## config.mk

```make
export PLATFORM = sky130hd
export DESIGN_NAME = chunked_adder_flat
export DESIGN_NICKNAME = d
export VERILOG_FILES = /design/src/rtl/chunked_adder_if.sv /design/src/rtl/chunked_adder.sv /design/src/flat_wrapper.sv
export SDC_FILE = /design/constraint.sdc
export NUM_CORES = 1
export LEC_CHECK = 0
export CAP_MARGIN = 20
export CORE_ASPECT_RATIO = 0.9
export CORE_MARGIN = 2
export CORE_UTILIZATION = 35
export CTS_BUF_LIST = sky130_fd_sc_hd__clkbuf_16
export DETAILED_ROUTE_END_ITERATION = 7
export PLACE_DENSITY = 0.7
export SLEW_MARGIN = 0
export SYNTH_ARGS = -nofsm -noshare
export SYNTH_HDL_FRONTEND = slang
export SYNTH_SLANG_ARGS = --single-unit
```

## constraint.sdc

```tcl
create_clock -name clk -period 2.72 [get_ports clk]
set_input_delay 0.272 -clock clk [delete_from_list [all_inputs] [get_ports clk]]
set_output_delay 0.272 -clock clk [all_outputs]
set_load 0.005 [all_outputs]
```

## src/rtl/chunked_adder_if.sv

```systemverilog
// Operand/result handshake bundle for chunked_adder.
// The ovf signal exists only when CHUNKED_ADDER_OVF_EN is defined.
interface chunked_adder_if #(
    parameter int WIDTH = 16
);
    logic             in_valid;
    logic             in_ready;
    logic [WIDTH-1:0] a;
    logic [WIDTH-1:0] b;
    logic             cin;
    logic             sub;
    logic             out_valid;
    logic             out_ready;
    logic [WIDTH:0]   sum;
`ifdef CHUNKED_ADDER_OVF_EN
    logic             ovf;
`endif

    modport master (
        output in_valid, a, b, cin, sub, out_ready,
        input  in_ready, out_valid, sum
`ifdef CHUNKED_ADDER_OVF_EN
        , input ovf
`endif
    );

    modport slave (
        input  in_valid, a, b, cin, sub, out_ready,
        output in_ready, out_valid, sum
`ifdef CHUNKED_ADDER_OVF_EN
        , output ovf
`endif
    );
endinterface

```

## src/rtl/chunked_adder.sv

```systemverilog
// Multi-cycle adder/subtractor: one CHUNK-bit slice per cycle, LSB slice first.
// Define CHUNKED_ADDER_OVF_EN to add the signed-overflow output bus.ovf.
module chunked_adder #(
    parameter int WIDTH = 16,
    parameter int CHUNK = 4
) (
    input logic            clk,
    input logic            rst,
    chunked_adder_if.slave bus
);
    localparam int N    = WIDTH / CHUNK;
    localparam int IDXW = (N > 1) ? $clog2(N) : 1;

    typedef enum logic [1:0] {S_IDLE, S_ADD, S_DONE} state_t;

    state_t           r_state;
    state_t           w_next;
    logic [WIDTH-1:0] r_a;
    logic [WIDTH-1:0] r_b;
    logic             r_carry;
    logic [IDXW-1:0]  r_idx;
    logic [WIDTH:0]   r_sum;
    logic [CHUNK:0]   w_slice;
    logic             w_last;
    logic             w_accept;
    logic             w_in_ready;
    logic             w_out_valid;

    // Operands shift right each cycle so the active slice is always the low CHUNK bits
    assign w_slice = {1'b0, r_a[CHUNK-1:0]} + {1'b0, r_b[CHUNK-1:0]}
                   + {{CHUNK{1'b0}}, r_carry};
    assign w_last  = (r_idx == IDXW'(N - 1));

    always_ff @(posedge clk) begin
        if (rst) begin
            r_state <= S_IDLE;
        end else begin
            r_state <= w_next;
        end
    end

    always_comb begin
        w_next      = r_state;
        w_accept    = 1'b0;
        w_in_ready  = 1'b0;
        w_out_valid = 1'b0;
        case (r_state)
            S_IDLE: begin
                w_in_ready = 1'b1;
                if (bus.in_valid) begin
                    w_accept = 1'b1;
                    w_next   = S_ADD;
                end
            end
            S_ADD: begin
                if (w_last) begin
                    w_next = S_DONE;
                end
            end
            S_DONE: begin
                w_out_valid = 1'b1;
                if (bus.out_ready) begin
                    w_next = S_IDLE;
                end
            end
            default: w_next = S_IDLE;
        endcase
    end

    always_ff @(posedge clk) begin
        if (rst) begin
            r_a     <= '0;
            r_b     <= '0;
            r_carry <= 1'b0;
            r_idx   <= '0;
            r_sum   <= '0;
        end else if (w_accept) begin
            // Subtraction is a + ~b + 1; cin is ignored in that mode
            r_a     <= bus.a;
            r_b     <= bus.sub ? ~bus.b : bus.b;
            r_carry <= bus.sub ? 1'b1 : bus.cin;
            r_idx   <= '0;
            r_sum   <= '0;
        end else if (r_state == S_ADD) begin
            r_a     <= r_a >> CHUNK;
            r_b     <= r_b >> CHUNK;
            r_carry <= w_slice[CHUNK];
            r_idx   <= r_idx + 1'b1;
            r_sum[r_idx*CHUNK +: CHUNK] <= w_slice[CHUNK-1:0];
            if (w_last) begin
                r_sum[WIDTH] <= w_slice[CHUNK];
            end
        end
    end

`ifdef CHUNKED_ADDER_OVF_EN
    logic r_amsb;
    logic r_bmsb;
    logic r_ovf;

    // Sign bits captured at accept; r_bmsb is that of the effective (possibly inverted) b
    always_ff @(posedge clk) begin
        if (rst) begin
            r_amsb <= 1'b0;
            r_bmsb <= 1'b0;
            r_ovf  <= 1'b0;
        end else if (w_accept) begin
            r_amsb <= bus.a[WIDTH-1];
            r_bmsb <= bus.sub ? ~bus.b[WIDTH-1] : bus.b[WIDTH-1];
            r_ovf  <= 1'b0;
        end else if ((r_state == S_ADD) && w_last) begin
            r_ovf  <= (r_amsb == r_bmsb) && (w_slice[CHUNK-1] != r_amsb);
        end
    end

    assign bus.ovf = r_ovf;
`endif

    assign bus.in_ready  = w_in_ready;
    assign bus.out_valid = w_out_valid;
    assign bus.sum       = r_sum;
endmodule

```

## src/flat_wrapper.sv

```systemverilog
// flat-port wrapper written by rule: the top's interface ports become plain ports
module chunked_adder_flat 
#(
    parameter int WIDTH = 16,
    parameter int CHUNK = 4
)
  (clk, rst, bus_in_valid, bus_a, bus_b, bus_cin, bus_sub, bus_out_ready, bus_in_ready, bus_out_valid, bus_sum);
  chunked_adder_if #(.WIDTH(WIDTH)) bus_i ();
  input logic clk;
  input logic rst;
  input wire logic [$bits(bus_i.in_valid)-1:0] bus_in_valid;
  input wire logic [$bits(bus_i.a)-1:0] bus_a;
  input wire logic [$bits(bus_i.b)-1:0] bus_b;
  input wire logic [$bits(bus_i.cin)-1:0] bus_cin;
  input wire logic [$bits(bus_i.sub)-1:0] bus_sub;
  input wire logic [$bits(bus_i.out_ready)-1:0] bus_out_ready;
  output wire logic [$bits(bus_i.in_ready)-1:0] bus_in_ready;
  output wire logic [$bits(bus_i.out_valid)-1:0] bus_out_valid;
  output wire logic [$bits(bus_i.sum)-1:0] bus_sum;
  assign bus_i.in_valid = bus_in_valid;
  assign bus_i.a = bus_a;
  assign bus_i.b = bus_b;
  assign bus_i.cin = bus_cin;
  assign bus_i.sub = bus_sub;
  assign bus_i.out_ready = bus_out_ready;
  assign bus_in_ready = bus_i.in_ready;
  assign bus_out_valid = bus_i.out_valid;
  assign bus_sum = bus_i.sum;
  chunked_adder #(.WIDTH(WIDTH), .CHUNK(CHUNK)) u_core (.clk(clk), .rst(rst), .bus(bus_i));
endmodule
```

==> results of run 1 <==
path summary, 6_finish.rpt:
kind | depth (start not counted) | end | startpoint | slack (ps)
max reg2reg | 6 | u_core.bus.sum[16]$_SDFFE_PP0P_ | u_core.r_carry$_SDFFE_PP0P_ | 570
max | 6 | u_core.bus.sum[16]$_SDFFE_PP0P_ | u_core.r_carry$_SDFFE_PP0P_ | 570
min reg2reg | 2 | u_core.r_a[7]$_SDFFE_PP0P_ | u_core.r_a[7]$_SDFFE_PP0P_ | 460
min | 2 | u_core.r_a[7]$_SDFFE_PP0P_ | u_core.r_a[7]$_SDFFE_PP0P_ | 460
layout make-up:
type                    count  area [sq um]  area share
multi-input cells         204          1351      0.4040
clock buffers               5         125.1     0.03741
flip-flops and latches     54          1081      0.3232
clock inverters             3         18.77    0.005612
well taps                  93         116.4     0.03479
inverters                   3         11.26    0.003367
repair buffers             64         640.6      0.1915
Yosys cell counts (all sizes together) (3+ instances only):
cell	n
a22oi	38
nor2b	3
ha	10
dfxtp	54
nor3	4
nor2	35
buf	13
a2bb2oi	12
nand2b	3
a21o	3
xor2	17
nor4	3
nand3	6
nand2	31
inv	3
a21oi	22
clkbuf	9
a32oi	4
routing by layer:
layer	vias to the layer above	routed length [microns]
li1	1096	-
met1	1042	2766
met2	61	2728
met3	9	311
met4	0	70
met5	-	0
tightest hold or removal path: stages (launching register included):
cell	delay [ps]
dfxtp_1	310
nand2_1	50
a21oi_1	50
state kept, by name, indices dropped and copies added, names as in the netlist:
| signal | cells |
|---|---|
| u_core.r_state | 2 |
| u_core.bus.sum | 17 |
| u_core.r_carry | 1 |
| u_core.r_a | 16 |
| u_core.r_b | 16 |
| u_core.r_idx | 2 |
power by group:
part	total (mW)	leakage (nW)	internal (mW)	switching [mW]
registers	0.861	0.441	0.831	0.0302
logic	0.303	0.772	0.148	0.155
clock network	0.623	0.0740	0.341	0.281
total	1.79	1.29	1.32	0.467
cell families (layout without fill, tap and decap cells):
family	count (synthesis)	count (layout)	synth area share
AND/OR/NAND/NOR	92	92	0.1767
AO/OA/AOI/OAI	83	83	0.2303
flip-flops	54	54	0.4252
buffers and inverters	25	75	0.04429
XOR/XNOR	17	17	0.05856
adder cells (fa/ha/maj)	12	12	0.06496
per-stage QoR:
| stage | instances | power, mW | hold slack [ps] |
|---|---|---|---|
| 3_3_place_gp | 417 | 1.165 | 443.5 |
| 4_1_cts | 426 | 1.806 | 455.4 |
| 3_5_place_dp | 418 | 1.183 | 446.7 |
| 5_1_grt | 426 | 1.882 | 481.6 |
| 2_1_floorplan | 283 | 1.060 | 432.8 |
| 6_report | 426 | 1.787 | 455.1 |
==> run_results.csv, run 1 <==
group,metric,value,unit
synthesis,async_reset_ff_frac,0,
timing,fin_setup_tns,0,ps
timing,relSlewSlack,0.5224,
placed_design,io_buffers,56,
detailed_routing,drtPass1Iterations,4,
detailed_routing,drtIter0Drc,115,
clock_network,cts_max_level,2,
critical_path,start_kind,"register",
floorplan,die-area,7963,sq um
clock_network,clkSinkCount,54,
critical_path,crit_slowest_cell,"fa_1",
detailed_routing,wire_per_inst,13.80,microns
global_route,top_usage_layer,"met2",
min_path,hp-class,"register to register",
critical_path,worstSetupPathType,"register to register",
clock_network,cts_root_buffer,"clkbuf_16",
global_route,grt_first_pass_wirelength,9756,microns
timing,fmax,0.4646,GHz
synthesis,syn_area,2542,sq um
timing,worst_pin_slew,714.1,ps
global_route,met2_usage,0.2331,
detailed_routing,drc,0,
placed_design,post-dp-hpwl,4249,microns
clock_network,clockBufferDepth,2,
finish,nets,382,
flow_run,maxCapViolCount,0,
placed_design,dpl-instance-area,3201,sq um
timing,timing.final.crit_share,0.7914,
clock_network,cts_buffers,5,
global_route,use_met3,0.03908,
detailed_routing,num_vias,2208,
finish,final_cell_mix,"56 x clkdlybuf4s50_1, 54 x dfxtp_1, 38 x a22oi_1, 34 x nor2_1, 30 x nand2_1",
clock_network,clk_latency,290,ps
timing,fin_skew,11.11,ps
clock_network,clk_pin_slew,70,ps
global_route,use_met1,0.2118,
floorplan,initial_utilization,0.3612,
critical_path,cp_num_buf_inv,0,
floorplan,ioPinCount,57,
critical_path,max_stage_delay,480,ps
critical_path,path_cells,"fa_1 -> fa_1 -> a21o_1 -> a21o_1 -> a211oi_1 -> nor3_1",
finish,drive_gt1_frac,0.06907,
floorplan,row_count,29,
global_route,antenna_found_initial,0,
critical_path,end_kind,"register",
finish,n_fill_cell,653,
timing,setup_ws,567.5,ps
floorplan,die_x,93.84,microns
synthesis,synthCells,283,
timing,post-route-min-period,2152,ps
clock_network,ctsHoldBuffers,0,
critical_path,crit_path_max_fanout,2,
finish,layout_commonest_cell,"clkdlybuf4s50_1",
detailed_routing,drt_wl_total,5877,microns
synthesis,seq_area_frac_synth,0.4252,
critical_path,worstPathRequired,2860,ps
placed_design,gp_congestion,0.7833,
finish,diodes,0,
global_route,grt_remaining_overflow,0,
synthesis,synth_edf_count,0,
synthesis,ys_warn_count,0,
synthesis,netlist_top_cells_area,"dfxtp_1 43%, a22oi_1 11%, xor2_1 5.9%",
power_and_ir_drop,irDropWorstVdd,0.0002947,V
synthesis,ys.flop_type,"dfxtp_1",
detailed_routing,ant_nets,0,
critical_path,cp.arrival,2290,ps
synthesis,avgSynthCellArea,8.984,sq um
synthesis,synth_cell_types,33,
clock_network,post_cts_buffers,0,
power_and_ir_drop,leakagePower,1.287,nW
power_and_ir_drop,powerDensity,534.4,nW/um^2
clock_network,cts_resized,0,
synthesis,syn_nets,333,
global_route,grt_pass1_vias,2032,
timing,timing.final.max_slew_violations,0,
global_route,grt_max_degree,36,
timing,finalHoldViolCount,0,
finish,utilization,0.4751,
timing,report.final.setup_viol,0,
placed_design,pre_cts_slack,558.3,ps
global_route,grt_usage,0.1503,
critical_path,crit_family,"adder cells",
detailed_routing,drt-vias-per-instance,5.183,
synthesis,synth_top_area_cell,"dfxtp_1",
synthesis,synth_top_area_share,0.4252,
floorplan,dieHeight,84.86,microns
synthesis,ys_seq_elements,54,
timing,rsz0062_at_grt,"no",
floorplan,placeableCoreArea,7039,sq um
clock_network,cts_tree,"yes",
outcome,status,"complete, no violations",
finish,area_growth,31.55,%
finish,final_cell_area,3344,sq um
Note: power is estimated with default switching activity, not from simulation.
==> run 2: changes to the inputs <==
Settings changed: PLACE_DENSITY 0.7 to 0.72.
Clock period 2.72 ns to 1.95 ns, I/O delays scaled along.
==> run_results.csv, run 2 (synthesis gave the netlist of run 1 again) <==
group,metric,value,unit
timing,post-route-min-period,1880,ps
clock_network,ctsHoldBuffers,0,
global_route,grt_remaining_overflow,0,
placed_design,io_buffers,56,
finish,area_growth,34.45,%
finish,final_cell_mix,"56 x clkdlybuf4s50_1, 53 x dfxtp_1, 38 x a22oi_1, 34 x nor2_1, 30 x nand2_1",
clock_network,cts_root_buffer,"clkbuf_16",
timing,timing.final.max_slew_violations,0,
detailed_routing,drtIter0Drc,161,
detailed_routing,wire_per_inst,13.76,microns
timing,fmax,0.5318,GHz
critical_path,crit_slowest_cell,"fa_2",
timing,fin_skew,9.810,ps
global_route,grt_max_degree,36,
critical_path,path_cells,"fa_2 -> fa_2 -> a21o_1 -> a21o_1 -> a211oi_2 -> nor3_1",
flow_run,maxCapViolCount,0,
global_route,grt_first_pass_wirelength,10310,microns
finish,layoutNonFillerInstCount,433,
finish,n_fill_cell,671,
finish,diodes,0,
timing,report.final.setup_viol,0,
power_and_ir_drop,comb_power_share,0.177,
power_and_ir_drop,power.total,2.528,mW
critical_path,cp.arrival,2060,ps
clock_network,clkSinkCount,54,
detailed_routing,drt-vias-per-instance,5.106,
power_and_ir_drop,leakagePower,1.322,nW
floorplan,placeableCoreArea,7039,sq um
global_route,grt_usage,0.1617,
placed_design,post-dp-hpwl,4376,microns
clock_network,clockBufferDepth,2,
power_and_ir_drop,irDropWorstVdd,0.0003624,V
detailed_routing,drt_wl_total,5957,microns
clock_network,post_cts_buffers,0,
critical_path,crit_path_max_fanout,2,
floorplan,die_x,93.84,microns
clock_network,clk_pin_slew,70,ps
placed_design,post-place-cells,425,
global_route,antenna_found_initial,0,
detailed_routing,drtPass1Iterations,4,
detailed_routing,ant_nets,0,
floorplan,initial_utilization,0.3612,
global_route,grt_pass1_vias,2201,
finish,nets,389,
placed_design,pre_cts_slack,-36.96,ps
timing,timing.final.crit_share,0.9643,
power_and_ir_drop,switchingPower,0.6700,mW
power_and_ir_drop,seq_power_share,0.472,
floorplan,die-area,7963,sq um
finish,layout_commonest_cell,"clkdlybuf4s50_1",
critical_path,worstPathRequired,2130,ps
floorplan,row_count,29,
critical_path,max_stage_delay,400,ps
timing,relSlewSlack,0.7391,
detailed_routing,num_vias,2211,
clock_network,cts_max_level,2,
min_path,hp-class,"register to register",
clock_network,clk_latency,300,ps
placed_design,gp_congestion,0.7946,
floorplan,dieHeight,84.86,microns
timing,setup_ws,69.69,ps
power_and_ir_drop,powerDensity,739.7,nW/um^2
timing,finalHoldViolCount,0,
timing,worst_pin_slew,388.4,ps
clock_network,cts_buffers,5,
critical_path,worstSetupPathType,"register to register",
critical_path,start_kind,"register",
power_and_ir_drop,clock_power_share,0.350,
outcome,status,"complete, no violations",
finish,largest_reg_flops,17,
critical_path,end_kind,"register",
clock_network,cts_tree,"yes",
power_and_ir_drop,p_int,1.858,mW
floorplan,ioPinCount,57,
power_and_ir_drop,sw_frac_of_total,0.2650,
detailed_routing,drc,0,
finish,drive_gt1_frac,0.1029,
[run 2: cell count changes in the layout (fill, tap and decap cells not counted), moves of 2 or more]
| cell | before | now |
|---|---|---|
| fa_2 | 0 | 2 |
| buf_12 | 0 | 2 |
| fa_1 | 2 | 0 |
| buf_4 | 7 | 13 |
[run 2: worst paths after layout]
kind | startpoint | slack (ps) | to | cells after the start
setup / recovery | u_core.r_carry$_SDFFE_PP0P_ | 70 | u_core.bus.sum[16]$_SDFFE_PP0P_ | 6
hold / removal | u_core.r_a[10]$_SDFFE_PP0P_ | 460 | u_core.r_a[10]$_SDFFE_PP0P_ | 2
setup reg to reg | u_core.r_carry$_SDFFE_PP0P_ | 70 | u_core.bus.sum[16]$_SDFFE_PP0P_ | 6
hold reg to reg | u_core.r_a[10]$_SDFFE_PP0P_ | 460 | u_core.r_a[10]$_SDFFE_PP0P_ | 2
[run 2: metal layers]
| metal | global-route usage | up-vias | part of all wire |
|---|---|---|---|
| met5 | 0 | - | 0 |
| met2 | 0.2506 | 51 | 0.46 |
| met3 | 0.05773 | 9 | 0.065 |
| met4 | 0.04875 | 0 | 0.016 |
| met1 | 0.2126 | 1038 | 0.46 |
| li1 | - | 1113 | - |
[run 2: layout make-up]
class | instances | area (sq um) | area share
clock buffers | 5 | 125.1 | 0.03660
clock inverters | 3 | 18.77 | 0.005490
inverters | 3 | 11.26 | 0.003294
multi-input cells | 204 | 1366 | 0.3997
flip-flops and latches | 54 | 1082 | 0.3166
well taps | 93 | 116.4 | 0.03404
repair buffers | 71 | 698.2 | 0.2042
[run 2: repair_timing]
item,4_1_cts,5_1_grt
resized for setup,1,4
endpoints found under the setup margin,1,5
pin swaps,0,0
[run 2: worst max-delay path: cells and delay by family (launching register included)]
| kind | cells | cell delay, ps |
|---|---|---|
| adders and majority gates | 2 | 750 |
| AOI/OAI and AO/OA | 3 | 590 |
| DFF | 1 | 340 |
| and+or+nand+nor | 1 | 80 |
[run 2: metrics by stage]
| step | util | cell area, sq um | TNS, ps | hold slack (ps) |
|---|---|---|---|---|
| detailed placement | 0.4629 | 3258 | -36.96 | 450.0 |
| finish | 0.4856 | 3418 | 0 | 456.3 |
| CTS | 0.4836 | 3405 | 0 | 458.2 |
| floorplan | - | 2542 | 0 | 355.8 |
| global route | 0.4856 | 3418 | -1.279 | 478.5 |
| global placement | 0.4629 | 3258 | 0 | 443.4 |
[run 2: power by group through the flow]
stage | clock, mW | combinational [mW] | sequential [mW]
6_report | 0.885 | 0.449 | 1.19
5_1_grt | 0.947 | 0.495 | 1.20
4_1_cts | 0.904 | 0.448 | 1.19
3_5_place_dp | 0 | 0.445 | 1.22
3_3_place_gp | 0 | 0.435 | 1.22
2_1_floorplan | 0 | 0.270 | 1.21
==> RTL edit 1, RTL diff (settings of run 1) <==
`CHUNK` is set to 4 in 2 places; all go to 2.
--- a/src/rtl/chunked_adder.sv
+++ b/src/rtl/chunked_adder.sv
@@ -4,3 +4,3 @@
     parameter int WIDTH = 16,
-    parameter int CHUNK = 4
+    parameter int CHUNK = 2
 ) (
--- a/src/flat_wrapper.sv
+++ b/src/flat_wrapper.sv
@@ -4,3 +4,3 @@
     parameter int WIDTH = 16,
-    parameter int CHUNK = 4
+    parameter int CHUNK = 2
 )
Behaviour: not the same (Yosys sat finds a counterexample within 4 cycles, from zero or initial values and one cycle with rst high).
==> RTL edit 1 against run 1 <==
Synthesized area decreased by 2.1%. Setup slack worse by 0.25 ns. Sequential power rose by 2%. Maximum frequency is 10% lower. Cell area down 2.1%. Power fell by 2.2%. First-iteration DRC count decreased by 3.5%. Critical endpoint is now u_core.bus.sum[8]. Clock power decreased by 2%. Utilization is 0.51 points lower. Clock skew down 0.0047 ns. Routed wire length fell by 6.7%. Synthesized cell count down 0.35%. Sequential cell count is 1 higher. Largest cell class unchanged.
==> RTL edit 1: results (changes against run 1) <==
Run status
  – Status: finished clean

Global routing
  – First-pass GRT wire length: 9508 um (-2.5%)
  – Vias in the first global route: 2073 (+2.0%)
  – Largest net degree at the start of global routing: 21 (-42%)
  – Tot GR Track Use: 14.98% (-0.056 points)

Worst setup path
  – Max stage delay on crit path: 0.51 ns (+0.03 ns)
  – Reg2Reg Setup Slack: 0.32 ns (-0.25 ns)
  – Slowest CP cell: dfxtp_1
  – Crit Path Max Fanout: 11 (+9)
  – Critical Path AT: 2.57 ns (+0.28 ns)
  – Worst Setup EP: u_core.bus.sum[8]
  – Delay-heaviest family, CP: simple AND/OR/NAND/NOR gates

Min path
  – Min-Delay Startpoint: u_core.r_b[5]
  – Hold path endpoint: u_core.r_b[5]

Finish
  – Final nets: 377 (-1.3%)
  – Layout cells sized above 1: 6.886% (-0.021 points)
  – Bufs w/o clock: 63 (-1.6%)
  – Post-Layout Cell Count: 427 (+0.23%)
  – Area of the multi-input gates: 0.001285 mm2 (-4.9%)
  – Multi-input logic portion of the cell area: 39.24% (-1.2 points)
  – #MultiIn Comb: 203 (-0.49%)
  – Number of non-clock inverters: 5 (+2)
  – Clk tree area frac: 4.280% (-0.023 points)
  – Fillers: 709 (+8.6%)
  – Non-Clock Buffer Area Fraction: 18.72% (-0.43 points)
  – Seq area share: 33.63% (+1.3 points)

Die
  – Die Footprint: 0.007805 mm2 (-2.0%)

Clocking
  – CTS sink cnt: 55 (+1.9%)
  – Register clock-pin slew on the reported worst setup and hold paths: 0.06 ns

Route
  – Post-DR vias/cell: 4.918 (-5.1%)
  – DRT Pass-1 Iters: 6 (+2)
  – WL per Instance: 12.84 um (-6.9%)
  – DRT iter0 DRCs: 111 (-3.5%)

Placement
  – Post-place setup slack: 0.3435 ns (-0.2148 ns)
  – Cells after DPL: 419 (+0.24%)

Yosys
  – Seq/Total Area, Yosys: 44.22% (+1.7 points)
  – Net count after synthesis: 326 (-2.1%)
  – Synth top area cells: dfxtp_1, a22oi_1, mux2i_1, nand2_1, xor2_1
  – Commonest cells in the netlist: dfxtp_1, nand2_1, a22oi_1
  – Mean Syn Cell Area: 8.829 um2 (-1.7%)

Timing
  – Relative slew slack: 39.55% (-13 points)
  – Maximum clock skew at final layout: 0.006392 ns (-0.004719 ns)
  – Maximum clock rate: 416.2 MHz (-10%)
  – WHS: 0.4572 ns (+0.002120 ns)

Power and ir drop
  – Peak VDD IR: 369.7 uV (+25%)
==> RTL edit 1: cell count changes after synthesis, sizes merged, moves of 4 or more <==
cell | run 1 | this run
mux2i | 0 | 17
a32oi | 4 | 0
ha | 10 | 4
a22oi | 38 | 28
nor2 | 35 | 22
nand2 | 31 | 41
o21ai | 1 | 16
a2bb2oi | 12 | 0
==> RTL edit 1: cells by family (layout without fill, tap and decap cells) <==
kind of cell	count (synthesis)	in the layout	synth area share [%]
xor+xnor	16	16	5.628
mux	17	17	6.834
flops	55	55	44.22
fa+ha+maj	6	6	3.618
simple gates	94	94	18.24
buf+inv	24	76	4.372
compound gates	70	70	17.09
==> RTL edit 1: routing by layer <==
layer	global-route usage [%]	share of wire [%]	wire, um
met2	24.04	46	2498
met4	5.214	1.4	75
met1	19.69	49	2713
met5	0	0	0
met3	3.523	3.6	195
==> RTL edit 1: report_power, final <==
group	internal (uW)	total [uW]	switching, uW
registers	848	878	29.8
clock network	336	611	275
logic	127	259	132
total	1310	1750	436
==> RTL edit 2, RTL diff (config.mk and constraints of run 1) <==
Without the edit above. Encoding of `state_t`: now one-hot (3 bits for 3 states).
--- a/src/rtl/chunked_adder.sv
+++ b/src/rtl/chunked_adder.sv
@@ -13,3 +13,3 @@
 
-    typedef enum logic [1:0] {S_IDLE, S_ADD, S_DONE} state_t;
+    typedef enum logic [2:0] {S_IDLE = 3'b001, S_ADD = 3'b010, S_DONE = 3'b100} state_t;
 
Check against the original RTL: no difference found for any inputs over 10 cycles, from zero or initial values and one cycle with rst high; not proved beyond that.
==> RTL edit 2 against run 1 <==
Worst hold slack barely moved. Count of clock-buffer cells in the layout did not move. Routed wire length rose by 2.4%. Setup slack got worse by 0.097 ns. Power rose by 4.0%. Largest power group unchanged. Sequential power rose by 2%. Non-clock buffer count did not move. Synthesized area rose by 2.0%. Cell area rose by 2.1%. Sequential cell count rose by 1. Highest routed layer unchanged.
==> RTL edit 2: results (changes against run 1) <==
Yosys
  – Seq/Total Area, Yosys: 42.47% (-0.049 points)
  – Commonest cells in the netlist: dfxtp_1, nand2_1, a21oi_1
  – Post-synthesis cell type count: 41 (+24%)
  – Synth top area cells: dfxtp_1, nand2_1, a21oi_1, a22oi_1, xor2_1
  – Yosys warns: 0 (unchanged)
  – Net count after synthesis: 349 (+4.8%)

Global routing
  – First-pass GRT wire length: 9991 um (+2.4%)
  – Met3 usage: 4.833% (+0.93 points)
  – Initial antenna violation count: 0 (unchanged)
  – Vias in the first global route: 2169 (+6.7%)
  – Tot GR Track Use: 15.35% (+0.32 points)
  – Largest net degree at the start of global routing: 37 (+2.8%)
  – Met2 usage: 25.27% (+2.0 points)
  – Routing usage on met1: 19.84% (-1.3 points)

Worst setup path
  – Slowest CP cell: dfxtp_1
  – Critical path depth: 5 (-1)
  – Critical Path AT: 2.48 ns (+0.19 ns)
  – Crit Path Max Fanout: 11 (+9)
  – Worst Setup EP: u_core.bus.sum[3]
  – Worst Setup SP: u_core.r_idx[0]
  – Delay-heaviest family, CP: simple AND/OR/NAND/NOR gates
  – Max stage delay on crit path: 0.52 ns (+0.04 ns)
  – Reg2Reg Setup Slack: 0.47 ns (-0.10 ns)

Finish
  – Antenna Cells: 0 (unchanged)
  – Layout cells sized above 1: 6.017% (-0.89 points)
  – Max FFs per register: 17 (unchanged)
  – Fillers: 702 (+7.5%)
  – Final nets: 398 (+4.2%)

Power and ir drop
  – Peak VDD IR: 358.6 uV (+22%)
  – Internal Power: 1405 uW (+6.4%)
  – Leakage Power: 0.001233 uW (-4.2%)

Timing
  – Relative slew slack: 43.35% (-8.9 points)
  – Maximum clock skew at final layout: 0.004004 ns (-0.007107 ns)

Route
  – WL met1: 2855 um (+3.2%)
  – DRT iter0 DRCs: 130 (+13%)
  – DRT Pass-1 Iters: 4 (unchanged)
  – Post-DR vias/cell: 5.154 (-0.56%)
  – WL final: 6017 um (+2.4%)
  – Uppermost layer routed: met4
  – Metal3 WL: 368 um (+18%)
  – Met2 wire len: 2738 um (+0.37%)

Run status
  – Status: finished clean

Min path
  – Hold Path Class: reg2reg
  – Min-Delay Startpoint: u_core.bus.sum[7]
  – Hold path endpoint: u_core.bus.sum[7]

Placement
  – Routability cong.: 0.8072 (+3.1%)
  – Post-detail-place hpwl: 4197 um (-1.2%)
-- RTL edit 2: cell types whose count changed in the layout (fill, tap and decap cells not counted), moves of 3 or more --
cell / before / now
a21oi_1: 22 / 37
a2bb2oi_1: 12 / 0
nor2_1: 34 / 22
a311oi_1: 0 / 5
nand4bb_1: 0 / 3
nand3_1: 6 / 9
nand2_1: 30 / 52
a22oi_1: 38 / 24
-- RTL edit 2: kinds of logic after synthesis --
kind of cell             count (synthesis)  share of synthesized area, %
XOR/XNOR                                17                         5.743
adder cells (fa/ha/maj)                 12                         6.371
flip-flops                              55                         42.47
AO/OA/AOI/OAI                           80                         20.03
AND/OR/NAND/NOR                        111                         21.09
buffers and inverters                   24                         4.295
-- RTL edit 2: power by group through the flow --
stage	sequential (uW)	combinational (uW)	clock, uW
2_1_floorplan	882	156	0
3_3_place_gp	892	252	0
3_5_place_dp	894	255	0
4_1_cts	875	256	736
5_1_grt	880	280	772
6_report	875	253	731
-- RTL edit 2: per-stage QoR --
stage	hold slack (ns)	util [%]	worst slack, ns	cell area, um2	std cells
floorplan	0.4080	-	0.7098	2592	299
global placement	0.4441	45.65	0.6168	3247	434
detailed placement	0.4506	45.65	0.5298	3247	434
CTS	0.4605	48.03	0.4929	3416	442
global route	0.4740	48.03	0.3680	3416	442
finish	0.4554	48.03	0.4709	3416	442
-- RTL edit 2: cell type report --
class	count	area, um2	area share (%)
Clock buffer	5	125.1	3.663
Multi-Input combinational cell	220	1401	41.03
Clock inverter	3	43.79	1.282
Timing Repair Buffer	64	620.6	18.17
Sequential cell	55	1101	32.23
Inverter	2	7.507	0.2198
Tap cell	93	116.4	3.407
